File: src/rtl/mem_access_unit.sv
// Load/store unit between the multicycle datapath and a word-wide, byte-enable-less data memory.
// Optional MISALIGN_TRAP_EN enables misalignment/illegal-funct3 error reporting.
module mem_access_unit #(
    parameter int unsigned ADDR_W = 32
) (
    input  logic              clk_i,
    input  logic              reset_i,
    input  logic              req_i,
    input  logic              we_i,
    input  logic [2:0]        funct3_i,
    input  logic [ADDR_W-1:0] addr_i,
    input  logic [31:0]       wdata_i,
    output logic              busy_o,
    output logic              done_o,
    output logic [31:0]       rdata_o,
    output logic              err_o,
    output logic              mem_we_o,
    output logic [ADDR_W-1:0] mem_a_o,
    output logic [31:0]       mem_wd_o,
    input  logic [31:0]       mem_rd_i
);

    localparam int unsigned DATA_W = 32;

    typedef enum logic [1:0] {
        S_IDLE,
        S_ACCESS,
        S_WRITE,
        S_DONE
    } state_t;

    typedef enum logic [1:0] {
        SZ_B,
        SZ_H,
        SZ_W
    } size_t;

    state_t              state_q, state_d;
    logic                we_q, we_d;
    size_t               size_q, size_d;
    logic                uns_q, uns_d;
    logic [ADDR_W-1:0]   addr_q, addr_d;
    logic [DATA_W-1:0]   wdata_q, wdata_d;
    logic                err_q, err_d;
    logic [DATA_W-1:0]   rdata_q, rdata_d;
    logic                busy_q, busy_d;
    logic                done_q, done_d;
    logic                err_out_q, err_out_d;
    logic                mem_we_q, mem_we_d;
    logic [ADDR_W-1:0]   mem_a_q, mem_a_d;
    logic [DATA_W-1:0]   mem_wd_q, mem_wd_d;

    size_t               req_size;
    logic                req_uns;
    logic                req_err;

    // Lane extraction and sign/zero extension of a load from the fetched word.
    function automatic logic [DATA_W-1:0] load_ext(
        input logic [DATA_W-1:0] word,
        input size_t             size,
        input logic              uns,
        input logic [1:0]        lo
    );
        logic [DATA_W-1:0] sh;
        logic [DATA_W-1:0] res;
        res = word;
        unique case (size)
            SZ_B: begin
                sh  = word >> {lo, 3'b000};
                res = uns ? DATA_W'(sh[7:0]) : {{(DATA_W-8){sh[7]}}, sh[7:0]};
            end
            SZ_H: begin
                sh  = word >> {lo[1], 4'b0000};
                res = uns ? DATA_W'(sh[15:0]) : {{(DATA_W-16){sh[15]}}, sh[15:0]};
            end
            default: res = word;
        endcase
        return res;
    endfunction

    // Replace the addressed byte/half lane of the old word with the store data.
    function automatic logic [DATA_W-1:0] merge_lane(
        input logic [DATA_W-1:0] old_word,
        input logic [DATA_W-1:0] wdata,
        input size_t             size,
        input logic [1:0]        lo
    );
        logic [DATA_W-1:0] mask;
        logic [DATA_W-1:0] ins;
        if (size == SZ_B) begin
            mask = DATA_W'(32'h0000_00FF) << {lo, 3'b000};
            ins  = DATA_W'(wdata[7:0]) << {lo, 3'b000};
        end else begin
            mask = DATA_W'(32'h0000_FFFF) << {lo[1], 4'b0000};
            ins  = DATA_W'(wdata[15:0]) << {lo[1], 4'b0000};
        end
        return (old_word & ~mask) | ins;
    endfunction

    // Request decode: access size, extension and (optionally) the error check.
    always_comb begin
        req_size = SZ_W;
        req_uns  = 1'b0;
        req_err  = 1'b0;
        unique case (funct3_i)
            3'b000:  req_size = SZ_B;
            3'b001:  req_size = SZ_H;
            3'b010:  req_size = SZ_W;
            3'b100: begin
                req_size = SZ_B;
                req_uns  = 1'b1;
            end
            3'b101: begin
                req_size = SZ_H;
                req_uns  = 1'b1;
            end
            default: req_size = SZ_W;
        endcase
`ifdef MISALIGN_TRAP_EN
        req_err = (funct3_i == 3'b011) || (funct3_i == 3'b110) || (funct3_i == 3'b111)
               || (we_i && (funct3_i == 3'b100 || funct3_i == 3'b101))
               || (req_size == SZ_H && addr_i[0])
               || (req_size == SZ_W && addr_i[1:0] != 2'b00);
`endif
    end

    // Next-state, request latching and next values of the registered outputs.
    always_comb begin
        state_d   = state_q;
        we_d      = we_q;
        size_d    = size_q;
        uns_d     = uns_q;
        addr_d    = addr_q;
        wdata_d   = wdata_q;
        err_d     = err_q;
        rdata_d   = rdata_q;
        busy_d    = 1'b0;
        done_d    = 1'b0;
        err_out_d = 1'b0;
        mem_we_d  = 1'b0;
        mem_a_d   = '0;
        mem_wd_d  = '0;

        unique case (state_q)
            S_IDLE: begin
                if (req_i) begin
                    we_d    = we_i;
                    size_d  = req_size;
                    uns_d   = req_uns;
                    addr_d  = addr_i;
                    wdata_d = wdata_i;
                    err_d   = req_err;
                    state_d = req_err ? S_DONE : S_ACCESS;
                end
            end
            S_ACCESS: begin
                if (!we_q) begin
                    rdata_d = load_ext(mem_rd_i, size_q, uns_q, addr_q[1:0]);
                    state_d = S_DONE;
                end else if (size_q == SZ_W) begin
                    state_d = S_DONE;
                end else begin
                    state_d = S_WRITE;
                end
            end
            S_WRITE: state_d = S_DONE;
            S_DONE: begin
                err_d   = 1'b0;
                state_d = S_IDLE;
            end
            default: state_d = S_IDLE;
        endcase

        busy_d    = (state_d != S_IDLE);
        done_d    = (state_d == S_DONE);
        err_out_d = (state_d == S_DONE) && err_d;

        if (state_d == S_ACCESS || state_d == S_WRITE) begin
            mem_a_d = {addr_d[ADDR_W-1:2], 2'b00};
        end
        // Word store writes straight from ACCESS; sub-word stores merge the word fetched in ACCESS.
        if (state_d == S_ACCESS && we_d && size_d == SZ_W) begin
            mem_we_d = 1'b1;
            mem_wd_d = wdata_d;
        end else if (state_d == S_WRITE) begin
            mem_we_d = 1'b1;
            mem_wd_d = merge_lane(mem_rd_i, wdata_q, size_q, addr_q[1:0]);
        end
    end

    // State and output registers; reset aborts any pending write at once.
    always_ff @(posedge clk_i or posedge reset_i) begin
        if (reset_i) begin
            state_q   <= S_IDLE;
            we_q      <= 1'b0;
            size_q    <= SZ_B;
            uns_q     <= 1'b0;
            addr_q    <= '0;
            wdata_q   <= '0;
            err_q     <= 1'b0;
            rdata_q   <= '0;
            busy_q    <= 1'b0;
            done_q    <= 1'b0;
            err_out_q <= 1'b0;
            mem_we_q  <= 1'b0;
            mem_a_q   <= '0;
            mem_wd_q  <= '0;
        end else begin
            state_q   <= state_d;
            we_q      <= we_d;
            size_q    <= size_d;
            uns_q     <= uns_d;
            addr_q    <= addr_d;
            wdata_q   <= wdata_d;
            err_q     <= err_d;
            rdata_q   <= rdata_d;
            busy_q    <= busy_d;
            done_q    <= done_d;
            err_out_q <= err_out_d;
            mem_we_q  <= mem_we_d;
            mem_a_q   <= mem_a_d;
            mem_wd_q  <= mem_wd_d;
        end
    end

    assign busy_o   = busy_q;
    assign done_o   = done_q;
    assign rdata_o  = rdata_q;
    assign err_o    = err_out_q;
    assign mem_we_o = mem_we_q;
    assign mem_a_o  = mem_a_q;
    assign mem_wd_o = mem_wd_q;

endmodule

File: config.mk
export PLATFORM = sky130hd
export DESIGN_NAME = mem_access_unit
export DESIGN_NICKNAME = d
export VERILOG_FILES = /design/src/rtl/mem_access_unit.sv
export SDC_FILE = /design/constraint.sdc
export NUM_CORES = 1
export LEC_CHECK = 0
export ABC_AREA = 1
export CELL_PAD_IN_SITES_DETAIL_PLACEMENT = 1
export CELL_PAD_IN_SITES_GLOBAL_PLACEMENT = 1
export CORE_MARGIN = 5
export CORE_UTILIZATION = 25
export DETAILED_ROUTE_END_ITERATION = 8
export PLACE_DENSITY_LB_ADDON = 0.08
export SYNTH_ARGS = -nofsm -noshare
export SYNTH_HDL_FRONTEND = slang
export SYNTH_SLANG_ARGS = --single-unit
File: constraint.sdc
create_clock -name clk_i -period 8.6 [get_ports clk_i]
set_input_delay 1.72 -clock clk_i [delete_from_list [all_inputs] [get_ports clk_i]]
set_output_delay 1.72 -clock clk_i [all_outputs]
set_load 0.01 [all_outputs]
==> results.md <==
* Core Rows at 64
* GRT overflow at 0
* Reg-to-Reg Start: state_q[1]
* Worst-Margin Slew at approximately 1 ns
* Vias/cell at approximately 4.3
* CTS Sinks at about 170
* Initial antenna violation count at 3
* Die area at approximately 34000 sq um
* Critical path buffers and inverters at 3
* Skew final at about 0.015 ns
* CP max FO at 60
* Syn Std Cell Area at around 7600 sq um
* Cell mode on critical path: nand2_1
* Initial Util at 0.252
* Top_reg_cell synth: dfrtp_1
* Layout cells sized above 1 at 0.0903
* First-pass DRT Iterations at 4
* CTS buffer count at 17
* Die Span Y at around 180 um
* Largest net degree at the start of global routing at roughly 100
* CTS tree: built
* Critical Path AT at ~4.0 ns
* Filler Cell Count at around 3600
* Startpoint Class: input port
* I/O pin count at ~200
* Pwr/cell area at between 300 and 400 nW/um^2
* Vias in the first global route at 7102
* Hold_sp: wdata_q[30]
* Hold Crit Endpoint: wdata_q[30]
* CP max stage delay at 0.53 ns
* Status: complete, no violations
* Hold Path Class: reg2reg
* Worst Hold Depth at 2
* Reg area at 4230 sq um
* Port buffer count at 200
* H-Tree Level Count at 4
* Clock slew at reported path FFs at around 0.08 ns
* Layout net count at about 1200
* Cells after Synth at just over 900
* RSZ-0062 raised after global routing: false
* Post-synth EDFFs at 0
* Wire length per cell at about 18 um
* Post-CTS sizing at 0
* Final hold violations at 0
* Slew headroom at 0.349
* Area of the multi-input gates at ~2800 sq um
* Leak Pwr at 4.99 nW
* WL final at between 20000 and 30000 um
* CP required at about 9 ns
* Util after Layout at 0.346
* Syn. warnings at 0
* Final setup violation count at 0
* Seq/Total Area, Yosys at 0.554
* Cts hold-fix bufs at 0
* Clock Tree Root: clkbuf_16
* Post-DRT Antenna Nets at 0
* Distinct cells, synth at 32
* Clock latency on the worst-skew pair at 0.44 ns
* First DRT Iteration DRCs at about 260
* Fin crit share at 0.425
* First-pass GRT wire length at ~42000 um
* Max Cap Violations at 0
* Peak Freq at approximately 0.27 GHz
* Setup bufs post-CTS at 0
* Total Routing Usage GR at 0.162
* Crit path capture type: flip-flop
* R2R setup slack at 5.36 ns
* Delay-heaviest family, CP: buffers and inverters
* # DRC at 0
* Post-DP HPWL at roughly 19000 um
* Period minus WS final at 3.65 ns
* Die width at approximately 180 um
* Vias at about 6500
* FF+latch count, synth at 169
* Slew Viols, Final at 0
* Cell Chain, Critical Path: clkdlybuf4s50_1, nand2_2, buf_4, o21ai_1, nor2_1, nand2_4, inv_4, nand2_1, nand2_1
* GPL Wtd Cong at ~0.77
* Clock buffer depth at 2
* Ant diodes at 0
* Area Overhead vs Synth at 37.5%
* Avg Inst Size Synth at 8.34 sq um
* Worst vdd ir at ~0.18 mV
* Crit path max-delay cell type: buf_4
* Reg2reg path depth at 13
* Core Region at between 30000 and 40000 sq um
* CP Class: in2reg
* Final setup TNS at 0 ns
* Worst r2r dst: mem_we_o
* FFs w/ async S/R, synth at 1.00
-- through the flow --
step / area, sq um / power (mW) / hold slack (ns) / instances / worst slack, ns
detailed placement: 9930 / 3.34 / 0.464 / 1472 / 4.43
finish: 10500 / 4.05 / 0.478 / 1504 / 4.95
CTS: 10500 / 4.14 / 0.483 / 1504 / 4.88
floorplan: 7640 / 2.54 / 0.445 / 917 / 2.30
global route: 10500 / 4.43 / 0.508 / 1504 / 4.62
global placement: 9930 / 3.31 / 0.463 / 1472 / 4.45
-- how the worst max path moves through the flow --
stage	startpoint	to	slack [ns]	depth (start not counted)
2_1_floorplan	reset_i	addr_q[0]	2.30	1
3_3_place_gp	req_i	mem_wd_o[28]	4.45	9
3_5_place_dp	req_i	mem_wd_o[13]	4.43	9
4_1_cts	req_i	mem_wd_o[8]	4.88	9
5_1_grt	req_i	mem_wd_o[4]	4.62	9
6_report	req_i	mem_wd_o[13]	4.95	9
-- Yosys cell counts (2+ instances only) --
master    instances  area [sq um]
nand2_1         314          1180
dfrtp_1         169          4230
inv_1            77           289
o21ai_0          71           355
nand3_1          58           290
nor2_1           56           210
a21oi_1          38           190
or2_2            30           188
clkbuf_1         21          78.8
buf_2            12          60.1
a21oi_2          10          87.6
o21ai_1           9          45.0
ha_1              8           100
buf_6             7          78.8
nand2_2           6          37.5
buf_4             5          37.5
inv_2             4          15.0
buf_1             3          11.3
nand2_4           3          33.8
nor2_2            2          12.5
nor2_4            2          22.5
-- sequential cells by signal, summed over array words and instances, names as in the netlist --
name	count
mem_wd_o	32
busy_o	1
mem_a_o	30
size_q	2
state_q	2
rdata_o	32
addr_q	32
err_q	1
mem_we_o	1
uns_q	1
err_o	1
done_o	1
we_q	1
wdata_q	32
-- tightest hold or removal path: cells and delay by family, from the launching register on --
kind             cells  cell delay, ns
flip-flops           1            0.33
AND/OR/NAND/NOR      2            0.12
-- report_power, final --
part	leakage, nW	total (mW)	internal (mW)	switching, mW
clock network	0.284	0.779	0.389	0.389
logic	2.64	1.95	0.768	1.18
registers	2.07	1.32	1.15	0.168
total	4.99	4.05	2.31	1.74
-- cell families after synthesis --
kind of cell,synth area share
AND/OR/NAND/NOR,0.264
flip-flops,0.554
AO/OA/AOI/OAI,0.0926
buffers and inverters,0.0762
adder cells (fa/ha/maj),0.0131
other,0.000491
-- cell type report --
class                      count  share of cell area
multi-input combinational    617               0.269
inverter                      83              0.0305
sequential                   169               0.403
tap                          396              0.0472
timing repair buffer         207               0.196
clock inverter                14              0.0137
clock buffer                  18              0.0409
-- placed cells by master, fill, tap and decap left out, types with 2 or more instances in the layout --
| master | netlist | layout |
|---|---|---|
| a21oi_1 | 38 | 38 |
| a21oi_2 | 10 | 10 |
| buf_4 | 5 | 7 |
| clkbuf_16 | 0 | 17 |
| clkdlybuf4s50_1 | 0 | 200 |
| clkinv_2 | 1 | 2 |
| clkinv_8 | 0 | 2 |
| conb_1 | 1 | 2 |
| dfrtp_1 | 169 | 169 |
| ha_1 | 8 | 8 |
| inv_1 | 77 | 76 |
| inv_2 | 4 | 4 |
| inv_6 | 0 | 7 |
| inv_8 | 0 | 4 |
| nand2_1 | 314 | 314 |
| nand2_2 | 6 | 6 |
| nand2_4 | 3 | 3 |
| nand3_1 | 58 | 58 |
| nor2_1 | 56 | 56 |
| nor2_2 | 2 | 2 |
| nor2_4 | 2 | 2 |
| o21ai_0 | 71 | 71 |
| o21ai_1 | 9 | 9 |
| or2_2 | 30 | 30 |
-- metal layers --
metal  vias up  track usage  wire [um]
li1       3196            -          -
met1      3157        0.219      12600
met3        22       0.0442       1650
met5         -            0         47
met4         6       0.0326        221
met2       145        0.261      12800
(Power assumes the default switching activity.)
